==> src/rtl/sdram_port_arbiter.sv <==
// Two-port SDRAM command arbiter with periodic auto-refresh injection.
// Allows one outstanding transaction at a time. Read data is returned
// to the port that issued the read.
module sdram_port_arbiter #(
    parameter int unsigned ADDR_W         = 22,
    parameter int unsigned DATA_W         = 16,
    parameter int unsigned REFRESH_PERIOD = 780
) (
    input  logic                       clk,
    input  logic                       reset,
    input  logic [1:0]                 reqValid,
    input  logic [1:0]                 reqWrite,
    input  logic [2*ADDR_W-1:0]        reqAddress,
    input  logic [2*DATA_W-1:0]        reqWriteData,
    input  logic [2*(DATA_W/8)-1:0]    reqByteEnable,
    output logic [1:0]                 reqReady,
    output logic [1:0]                 respValid,
    output logic [DATA_W-1:0]          respData,
    output logic                       cmdValid,
    input  logic                       cmdReady,
    output logic                       cmdRefresh,
    output logic                       cmdWrite,
    output logic [ADDR_W-1:0]          cmdAddress,
    output logic [DATA_W-1:0]          cmdWriteData,
    output logic [DATA_W/8-1:0]        cmdByteEnable,
    input  logic                       rdValid,
    input  logic [DATA_W-1:0]          rdData,
    output logic                       refreshOverrun
);

    localparam int unsigned BE_W    = DATA_W / 8;
    localparam int unsigned TIMER_W = $clog2(REFRESH_PERIOD);

    typedef enum logic [1:0] {
        S_IDLE      = 2'd0,
        S_ISSUE     = 2'd1,
        S_REFRESH   = 2'd2,
        S_WAIT_READ = 2'd3
    } state_e;

    state_e              state_q, state_d;
    logic                owner_q, owner_d;
    logic                last_grant_q, last_grant_d;
    logic                cmd_valid_q, cmd_valid_d;
    logic                cmd_refresh_q, cmd_refresh_d;
    logic                cmd_write_q, cmd_write_d;
    logic [ADDR_W-1:0]   cmd_addr_q, cmd_addr_d;
    logic [DATA_W-1:0]   cmd_wdata_q, cmd_wdata_d;
    logic [BE_W-1:0]     cmd_be_q, cmd_be_d;
    logic [TIMER_W-1:0]  timer_q, timer_d;
    logic                pending_q, pending_d;
    logic                overrun_q, overrun_d;

    logic                expire;
    logic                refresh_accept;
    logic                grant_port;
    logic [1:0]          owner_onehot;

    // Refresh interval timer, pending flag and sticky overrun flag
    always_comb begin
        expire         = (timer_q == '0);
        refresh_accept = (state_q == S_REFRESH) && cmdReady;
        timer_d        = expire ? TIMER_W'(REFRESH_PERIOD - 1) : timer_q - TIMER_W'(1);
        pending_d      = pending_q;
        if (expire) begin
            pending_d = 1'b1;
        end else if (refresh_accept) begin
            pending_d = 1'b0;
        end
        // A refresh being accepted in the same cycle is not an overrun
        overrun_d = overrun_q | (expire & pending_q & ~refresh_accept);
    end

    // Owner choice: a lone requester wins, a tie goes to the port not granted last
    always_comb begin
        grant_port = 1'b0;
        case (reqValid)
            2'b01:   grant_port = 1'b0;
            2'b10:   grant_port = 1'b1;
            2'b11:   grant_port = ~last_grant_q;
            default: grant_port = 1'b0;
        endcase
    end

    // Next-state and command register logic
    always_comb begin
        state_d       = state_q;
        owner_d       = owner_q;
        last_grant_d  = last_grant_q;
        cmd_valid_d   = cmd_valid_q;
        cmd_refresh_d = cmd_refresh_q;
        cmd_write_d   = cmd_write_q;
        cmd_addr_d    = cmd_addr_q;
        cmd_wdata_d   = cmd_wdata_q;
        cmd_be_d      = cmd_be_q;
        case (state_q)
            S_IDLE: begin
                if (pending_q) begin
                    state_d       = S_REFRESH;
                    cmd_valid_d   = 1'b1;
                    cmd_refresh_d = 1'b1;
                end else if (|reqValid) begin
                    state_d       = S_ISSUE;
                    owner_d       = grant_port;
                    last_grant_d  = grant_port;
                    cmd_valid_d   = 1'b1;
                    cmd_refresh_d = 1'b0;
                    cmd_write_d   = grant_port ? reqWrite[1] : reqWrite[0];
                    cmd_addr_d    = grant_port ? reqAddress[2*ADDR_W-1:ADDR_W]
                                               : reqAddress[ADDR_W-1:0];
                    cmd_wdata_d   = grant_port ? reqWriteData[2*DATA_W-1:DATA_W]
                                               : reqWriteData[DATA_W-1:0];
                    cmd_be_d      = grant_port ? reqByteEnable[2*BE_W-1:BE_W]
                                               : reqByteEnable[BE_W-1:0];
                end
            end
            S_ISSUE: begin
                if (cmdReady) begin
                    cmd_valid_d = 1'b0;
                    state_d     = cmd_write_q ? S_IDLE : S_WAIT_READ;
                end
            end
            S_REFRESH: begin
                if (cmdReady) begin
                    cmd_valid_d   = 1'b0;
                    cmd_refresh_d = 1'b0;
                    state_d       = S_IDLE;
                end
            end
            S_WAIT_READ: begin
                if (rdValid) begin
                    state_d = S_IDLE;
                end
            end
            default: begin
                state_d = S_IDLE;
            end
        endcase
    end

    // State, command and refresh registers
    always_ff @(posedge clk or negedge reset) begin
        if (!reset) begin
            state_q       <= S_IDLE;
            owner_q       <= 1'b0;
            last_grant_q  <= 1'b1;
            cmd_valid_q   <= 1'b0;
            cmd_refresh_q <= 1'b0;
            cmd_write_q   <= 1'b0;
            cmd_addr_q    <= '0;
            cmd_wdata_q   <= '0;
            cmd_be_q      <= '0;
            timer_q       <= TIMER_W'(REFRESH_PERIOD - 1);
            pending_q     <= 1'b0;
            overrun_q     <= 1'b0;
        end else begin
            state_q       <= state_d;
            owner_q       <= owner_d;
            last_grant_q  <= last_grant_d;
            cmd_valid_q   <= cmd_valid_d;
            cmd_refresh_q <= cmd_refresh_d;
            cmd_write_q   <= cmd_write_d;
            cmd_addr_q    <= cmd_addr_d;
            cmd_wdata_q   <= cmd_wdata_d;
            cmd_be_q      <= cmd_be_d;
            timer_q       <= timer_d;
            pending_q     <= pending_d;
            overrun_q     <= overrun_d;
        end
    end

    // Same-cycle handshake and read-return routing to the owning port
    always_comb begin
        owner_onehot = owner_q ? 2'b10 : 2'b01;
        reqReady     = ((state_q == S_ISSUE) && cmdReady) ? owner_onehot : 2'b00;
        respValid    = ((state_q == S_WAIT_READ) && rdValid) ? owner_onehot : 2'b00;
        respData     = rdData;
    end

    assign cmdValid       = cmd_valid_q;
    assign cmdRefresh     = cmd_refresh_q;
    assign cmdWrite       = cmd_write_q;
    assign cmdAddress     = cmd_addr_q;
    assign cmdWriteData   = cmd_wdata_q;
    assign cmdByteEnable  = cmd_be_q;
    assign refreshOverrun = overrun_q;

endmodule

==> config.mk <==
export PLATFORM = sky130hd
export DESIGN_NAME = sdram_port_arbiter
export DESIGN_NICKNAME = d
export VERILOG_FILES = /design/src/rtl/sdram_port_arbiter.sv
export SDC_FILE = /design/constraint.sdc
export NUM_CORES = 1
export LEC_CHECK = 0
export CORE_MARGIN = 8
export CORE_UTILIZATION = 65
export CTS_BUF_LIST = sky130_fd_sc_hd__clkbuf_8
export DETAILED_ROUTE_END_ITERATION = 7
export DONT_BUFFER_PORTS = 1
export PLACE_DENSITY = 0.81
export SETUP_SLACK_MARGIN = 0.4
export SLEW_MARGIN = 0
export SYNTH_ARGS = -nofsm -noshare
export SYNTH_HDL_FRONTEND = slang
export SYNTH_SLANG_ARGS = --single-unit
==> constraint.sdc <==
create_clock -name clk -period 3.03 [get_ports clk]
set_clock_uncertainty 0.1 [all_clocks]
set_input_delay 0.909 -clock clk [delete_from_list [all_inputs] [get_ports clk]]
set_output_delay 0.909 -clock clk [all_outputs]
set_load 0.01 [all_outputs]
# Word level (Yosys, flattened, before mapping)
# Index checks and enable logic that the tools add are counted.
# W data, S select, Z words.
dict set report totals {
  memories 0
  word_cells 68
  romBits 0
  reg_bits 59
  out_inout_bits 64
  latch_bits 0
  ram_bits 0
}
dict set report classes {
  div_mod_pow 0
  mul 0
  mux 25
  n_bitwise 6
  magnitude_cmp 0
  shifts 0
  n_eq_ne 10
  add_sub_neg 1
  n_reduce_logical 14
}
# cell count
set ops {}
lappend ops {{$mux W22} 1}
lappend ops {{$mux W2} 10}
lappend ops {{$mux W16} 1}
lappend ops {{$logic_not A10 Y1} 1}
lappend ops {{$mux W10} 1}
lappend ops {{$sub A10 B1 Y10 const B} 1}
lappend ops {{$reduce_and A3 Y1} 3}
lappend ops {{$eq A2 B2 Y1 const B} 4}
lappend ops {{$mux W1} 8}
lappend ops {{$pmux W2 S4} 1}
lappend ops {{$ne A2 B2 Y1 const B} 3}
lappend ops {{$pmux W1 S2} 3}
lappend ops {{$reduce_bool A2 Y1} 3}
lappend ops {{$reduce_and A4 Y1} 1}
lappend ops {{$reduce_or A2 Y1} 2}
lappend ops {{$logic_and A1 B1 Y1} 3}
lappend ops {{$ne A3 B3 Y1 const B} 1}
lappend ops {{$not A1 Y1} 3}
lappend ops {{$and A1 B1 Y1} 2}
lappend ops {{$eq A2 B1 Y1 const B} 1}
lappend ops {{$logic_not A2 Y1} 1}
lappend ops {{$ne A2 B1 Y1 const B} 1}
lappend ops {{$or A1 B1 Y1} 1}

# Longest topological paths before layout
# Gate-level depths: netlist of run 1.
dict set report logic_depth {
  word_depth 5
  depth_mapped 7
  mapped_depth_nobuf 5
}

# Least setup slack after synthesis of run 1
# Ideal clock, no wire load.
dict set report synth_timing {
  path_kind {input-to-reg}
  startpoint {in reqValid[1]}
  endpoint {reg cmd_addr_q[0], in the netlist cmdAddress[0]}
  slack_ns 0.852
  path_buffers 1
  stages 4
  arrival_time_ns 1.953
  path_cell_list {a21boi_2 -> buf_2 -> mux2_2 -> mux2_2}
}
dict set report synth_between {
  elab_chain_cells 3
  elab_cells_between_ends 6
  classes_between {2 x eq/ne; 2 x mux; 2 x reduce/logical}
}
# element line_no
set synth_lines {}
lappend synth_lines {{start, declared} 11} ;# input logic [1:0] reqValid,
lappend synth_lines {{$eq A2 B2 Y1} 77} ;# case (reqValid)
lappend synth_lines {{$pmux W1 S2} 77}
lappend synth_lines {{$mux W22} 109} ;# cmd_addr_d = grant_port ? reqAddress[2*ADDR_W-1:ADDR_W]
lappend synth_lines {{end signal, assigned} 163} ;# cmd_addr_q <= cmd_addr_d;
lappend synth_lines {{end, declared} 47} ;# logic [ADDR_W-1:0] cmd_addr_q, cmd_addr_d;
# Parallel ways exist; a longest one is shown, timed or not.
# A chain may end at the register's enable or synchronous reset.

# Final worst setup path of run 1
dict set report layout_timing {
  startpoint {reg state_q[1]}
  endpoint {out reqReady[0]}
}
dict set report layout_between {
  elab_chain_cells 3
}
# element line_no
set layout_lines {}
lappend layout_lines {{start, declared} 41} ;# state_e state_q, state_d;
lappend layout_lines {{start signal, assigned} 157} ;# state_q <= state_d;
lappend layout_lines {{$eq A2 B1 Y1} 175} ;# reqReady = ((state_q == S_ISSUE) && cmdReady) ? owner_onehot : 2'b00;
lappend layout_lines {{$logic_and A1 B1 Y1} 175}
lappend layout_lines {{$mux W2} 175}
lappend layout_lines {{end, declared} 16} ;# output logic [1:0] reqReady,
# Every way passes these cells.

==> flow_summary.yaml, run 1 <==
sta:
  hold_viol: 0
  period_share_pct: 80.6
  slew_headroom_pct: 56.8
  tightestPinTransition_ns: 0.639
  postLayoutSetupSlackWorst_ns: 0.589
  rsz0062_at_grt: "false"
  max_freq_ghz: 0.410
  setup_viol: 0
  drv_slew: 0
  tns_ns: 0
  min_period_ns: 2.44
clocking:
  cts_tree: "yes"
  ctsHtreeMaxLevel: 3
  clk_pin_slew_worst_paths_ns: 0.07
  ctsResizeCount: 0
  cts_root_buf: "clkbuf_8"
  hold_buffers: 0
  cts_buffers: 9
  cts_setup_buffers: 0
  clkLatencyLatePin_ns: 0.33
  cts_num_sinks: 59
  cts.path.max_buffers: 2
power:
  ir_drop_mv: 0.639
  p_leak_nw: 1.35
  p_per_area_nw_per_um2: 1020
detailed_routing:
  drc_errors: 0
  drtIter0Drc: 74
  wl_per_cell_um: 23.1
  routed_via_density: 6.36
  wl_um: 6660
  drt-pass1-iter-count: 4
  drtAntennaViolNets: 0
  via_count: 1833
critical_path:
  cp_top_family: "flip-flops"
  crit_slowest_cell: "dfrtp_1"
  path_buf_inv: 1
  end_kind: "output pin"
  cp-start-kind: "flop"
  crit_type: "reg -> out"
  worstPathMaxFanout: 4
  arrival_ns: 1.43
  cp.required_ns: 2.02
  cp_slowest_stage_delay_ns: 0.40
  path_cells: "inv_1 > ha_1 > nand2_1 > nor2_1"
floorplanning:
  initial_core_util_pct: 66.5
  core.rowCount: 25
  io_pins: 168
  die_w_um: 85.3
  core_um2: 4690
  die_h_um: 85.3
  die_area_um2: 7270
layout:
  ff_latch_area_um2: 1480
  layout_commonest_cell: "mux2_2"
  nets: 340
  multi_input_area_um2: 1430
  fin_area_um2: 3270
  nFillCells: 348
  postLayoutCoreUtil_pct: 69.7
  layout-drive-gt1-share_pct: 47.0
  layout_common_cells: "mux2_2, dfrtp_1, o21ai_0"
  n_antenna_cell: 0
  syn2layout_area_growth_pct: 4.85
global_routing:
  top_usage_layer: "met2"
  grt_use_met1_pct: 18.9
  grt_usage_pct: 18.7
  antenna_found_initial: 0
  overflow: 0
  grt_pass1_vias: 1914
  met3_usage_pct: 9.56
  grt_util_met2_pct: 31.9
  grt_pass1_wl_um: 10500
  grt_max_degree: 60
yosys:
  synth_cells: 245
  synth_top_area_cell: "dfrtp_1"
  yosysSeqAreaShare_pct: 47.6
  synthDistinctLibCells: 34
  yosys_warnings: 0
  syn_area_um2: 3120
  synth_edf_count: 0
  avgSynthCellArea_um2: 12.7
  synthTopCellsByArea: "dfrtp_1, mux2_2, dfstp_2"
  syn_nets: 355
  yosys.area.top_type_share_pct: 42.5
  synthFlopType: "dfrtp_1"
  synthArstFlopShare_pct: 100
  ys_ff_latch: 59
job:
  maxCapViolations: 0
place:
  place_area_um2: 3020
  post-dp-hpwl_um: 5070
  routabilityCongestion: 0.781
  io_buffers: 0
  dp_slack_ns: 0.621
run_status:
  status: "complete, no violations"
hold_path:
  hp-class: "in -> async"
==> power by group <==
group          switching [W]  leakage [nW]  internal, W
Sequential          0.000398         0.688      0.00113
Clock               0.000299         0.122     0.000587
Combinational       0.000370         0.545     0.000543
==> synth_stat cells (all sizes together) (3+ instances only) <==
cell type  count
nor3           3
o21ai         13
mux2          83
dfrtp         53
nor2b          5
dfstp          6
buf           27
nor2           7
a21oi          3
ha             6
mux2i          3
inv            6
nand2          5
==> cell families (layout without fill, tap and decap cells) <==
logic type | count (synthesis) | after routing | synth area share, %
AO/OA/AOI/OAI | 29 | 29 | 6.38
AND/OR/NAND/NOR | 29 | 29 | 5.41
adder cells (fa/ha/maj) | 6 | 6 | 2.41
XOR/XNOR | 2 | 2 | 0.561
buffers and inverters | 34 | 23 | 6.78
multiplexers | 86 | 86 | 30.9
flip-flops | 59 | 59 | 47.6
==> per-layer routing <==
| layer | part of all wire, % | vias up |
|---|---|---|
| met5 | 0 | - |
| met4 | 1.8 | 0 |
| met3 | 11 | 13 |
| met2 | 52 | 84 |
| met1 | 35 | 898 |
| li1 | - | 838 |
==> path summary, 6_finish.rpt <==
| path | cells after the start | slack [ns] | to | start |
|---|---|---|---|---|
| min reg2reg | 1 | 0.37 | timer_q[0]$_DFF_PN1_ | timer_q[0]$_DFF_PN1_ |
| max reg2reg | 6 | 0.68 | cmdWriteData[5]$_DFFE_PN0P_ | state_q[0]$_DFFE_PN0P_ |
| min in group clk | 1 | 0.37 | timer_q[0]$_DFF_PN1_ | timer_q[0]$_DFF_PN1_ |
| max | 4 | 0.59 | reqReady[0] | state_q[1]$_DFFE_PN0P_ |
| max in group asynchronous | 0 | 2.44 | last_grant_q$_DFFE_PN1P_ | reset |
| min | 0 | 0.17 | cmdAddress[17]$_DFFE_PN0P_ | reset |
==> registers in the layout (all words and copies together) (netlist names) <==
signal / count
cmdByteEnable: 2
cmdWrite: 1
state_q: 2
owner_q: 1
pending_q: 1
timer_q: 10
last_grant_q: 1
cmdValid: 1
refreshOverrun: 1
cmdRefresh: 1
cmdAddress: 22
cmdWriteData: 16
==> final cells by class <==
cell class                 count  area share [%]
clock buffer                  11            4.63
clock inverter                 4            2.98
inverter                       6           0.688
multi-input combinational    152            43.8
sequential                    59            45.4
tap                           54            2.07
timing repair buffer           2           0.459
==> through the flow <==
step / cells / hold slack, ns / total power [W]
floorplan: 245 / 0.343 / 0.00229
global placement: 273 / 0.354 / 0.00242
detailed placement: 273 / 0.359 / 0.00247
CTS: 288 / 0.150 / 0.00337
global route: 288 / 0.144 / 0.00351
finish: 288 / 0.169 / 0.00332
No activity file was read; power rests on OpenSTA's default activity.
==> run 2: changes to the inputs <==
CORE_UTILIZATION = 59   (was 65)
PLACE_DENSITY = 0.78   (was 0.81)
clock period = 1.95 ns   (was 3.03 ns; I/O delays follow)
==> run 2 against run 1 <==
Via count increased by 8.9%. Setup slack got worse by 0.57 ns. Highest routed layer unchanged. Core utilization increased by 5.0 points. Non-clock buffer count rose by 24. The flow now finishes with violations (negative hold slack). Critical endpoint is now reqReady[1].
==> flow_summary.yaml, run 2 (synthesis results as in run 1) <==
sta:
  setup_viol: 0
  postLayoutSetupSlackWorst_ns: 0.0198
  rsz0062_at_grt: "true"
  tightestPinTransition_ns: 0.371
  tns_ns: 0
  hold_ws_ns: -0.153
  drv_slew: 0
  min_period_ns: 1.93
  slew_headroom_pct: 75.1
  hold_viol: 53
  period_share_pct: 99.0
  max_freq_ghz: 0.518
place:
  io_buffers: 0
  place_inst: 296
  post-dp-hpwl_um: 5190
  routabilityCongestion: 0.788
  dp_slack_ns: 0.0689
  place_area_um2: 3160
layout:
  n_antenna_cell: 0
  syn2layout_area_growth_pct: 22.4
  ff_latch_area_um2: 1480
  final_cells: 329
  layout_common_cells: "mux2_2, dfrtp_1, mux2_4"
  largest_reg_flops: 22
  nets: 365
  nFillCells: 318
  layout-drive-gt1-share_pct: 61.8
  fin_area_um2: 3820
  layout_commonest_cell: "mux2_2"
  multi_input_area_um2: 1710
detailed_routing:
  drtAntennaViolNets: 0
  routed_via_density: 6.07
  m1WireLength_um: 2950
  drtIter0Drc: 40
  wl_um: 8390
  drt-pass1-iter-count: 4
  via_count: 1997
  top_layer_used: "met4"
  route.met2.wl_um: 4490
  drc_errors: 0
  wl_met3_um: 859
  wl_per_cell_um: 25.5
floorplanning:
  die_w_um: 88.7
  core_um2: 5110
  io_pins: 168
  initial_core_util_pct: 61.1
  die_area_um2: 7870
  die_h_um: 88.7
  core.rowCount: 26
critical_path:
  cp_top_family: "flip-flops"
  crit_type: "reg -> out"
  cp-start-kind: "flop"
  cp.required_ns: 1.26
  crit_slowest_cell: "dfrtp_1"
  arrival_ns: 1.25
  cp_slowest_stage_delay_ns: 0.41
  path_buf_inv: 2
  worstPathMaxFanout: 2
  end_kind: "output pin"
  path_cells: "inv_2 > buf_6 > ha_4 > nand2_4 > nor2_4"
clocking:
  cts.path.max_buffers: 2
  cts_tree: "yes"
  ctsHtreeMaxLevel: 3
  clkLatencyLatePin_ns: 0.32
  cts_num_sinks: 59
  cts_buffers: 9
  clk_pin_slew_worst_paths_ns: 0.07
  cts_root_buf: "clkbuf_8"
global_routing:
  grt_pass1_wl_um: 10800
  grt_max_degree: 60
  grt_pass1_vias: 2130
  antenna_found_initial: 0
  overflow: 0
  grt_usage_pct: 17.9
run_status:
  status: "finished with violations"
  violations: "negative hold slack"
power:
  p_per_area_nw_per_um2: 1560
  p_leak_nw: 1.64
  ir_drop_mv: 0.971
hold_path:
  hp-class: "in -> async"
job:
  maxCapViolations: 0
==> run 2: cell types whose count changed in the layout (fill, tap and decap cells not counted), moves of 5 or more <==
cell | before | now
buf_4 | 2 | 12
buf_6 | 0 | 5
mux2_2 | 83 | 58
mux2_4 | 0 | 25
nor2_1 | 7 | 2
nor2_4 | 0 | 5
o21ai_0 | 12 | 6
==> run 2: per-stage QoR <==
step,power (W),util [%]
6_report,0.00594,74.8
5_1_grt,0.00623,74.8
4_1_cts,0.00521,68.7
3_5_place_dp,0.00401,62.0
3_3_place_gp,0.00393,62.0
2_1_floorplan,0.00369,-
==> run 2: layout make-up <==
class                      instances  area share (%)
inverter                           6           0.590
clock inverter                     5           0.786
sequential                        59            38.9
timing repair buffer              26            9.01
clock buffer                      10            3.60
multi-input combinational        153            44.9
tap                               70            2.29
==> run 2: worst paths after layout <==
kind                                         from                    endpoint  slack [ns]  depth (start not counted)
max                        state_q[1]$_DFFE_PN0P_                 reqReady[1]        0.02                          5
min                                         reset  cmdAddress[18]$_DFFE_PN0P_       -0.15                          0
max reg2reg                state_q[1]$_DFFE_PN0P_   cmdAddress[5]$_DFFE_PN0P_        0.08                          7
min reg2reg                  timer_q[0]$_DFF_PN1_        timer_q[0]$_DFF_PN1_        0.35                          1
max in group asynchronous                   reset        timer_q[0]$_DFF_PN1_        1.71                          0
min in group clk                      reqValid[0]    last_grant_q$_DFFE_PN1P_        0.23                          1
==> run 2: power breakdown <==
group,switching [W],internal [W],leakage [nW]
sequential,0.000676,0.00175,0.688
combinational,0.000945,0.00162,0.869
clock,0.000471,0.000481,0.0839
total,0.00209,0.00385,1.64
==> run 2: timing repair <==
| action | 4_1_cts | 5_1_grt |
|---|---|---|
| pin swaps | 9 | 3 |
| setup endpoints to repair | 56 | 62 |
| buffers inserted | 6 | 4 |
| resized for setup | 22 | 42 |
| endpoints found under the hold margin | 56 | 55 |
| gates cloned | 1 | 7 |
==> run 2: worst reg2reg max path: cells and delay by family, from the launching register on <==
kind | cells | cell delay (ns)
flip-flops | 1 | 0.41
buffers and inverters | 3 | 0.39
multiplexers | 1 | 0.33
AO/OA/AOI/OAI | 1 | 0.23
AND/OR/NAND/NOR | 1 | 0.18
adder cells (fa/ha/maj) | 1 | 0.13
==> run 2: per-layer routing <==
layer	global-route usage (%)	up-vias
li1	-	893
met1	17.6	1014
met2	32.8	82
met3	7.24	8
met4	6.45	0
met5	0	-
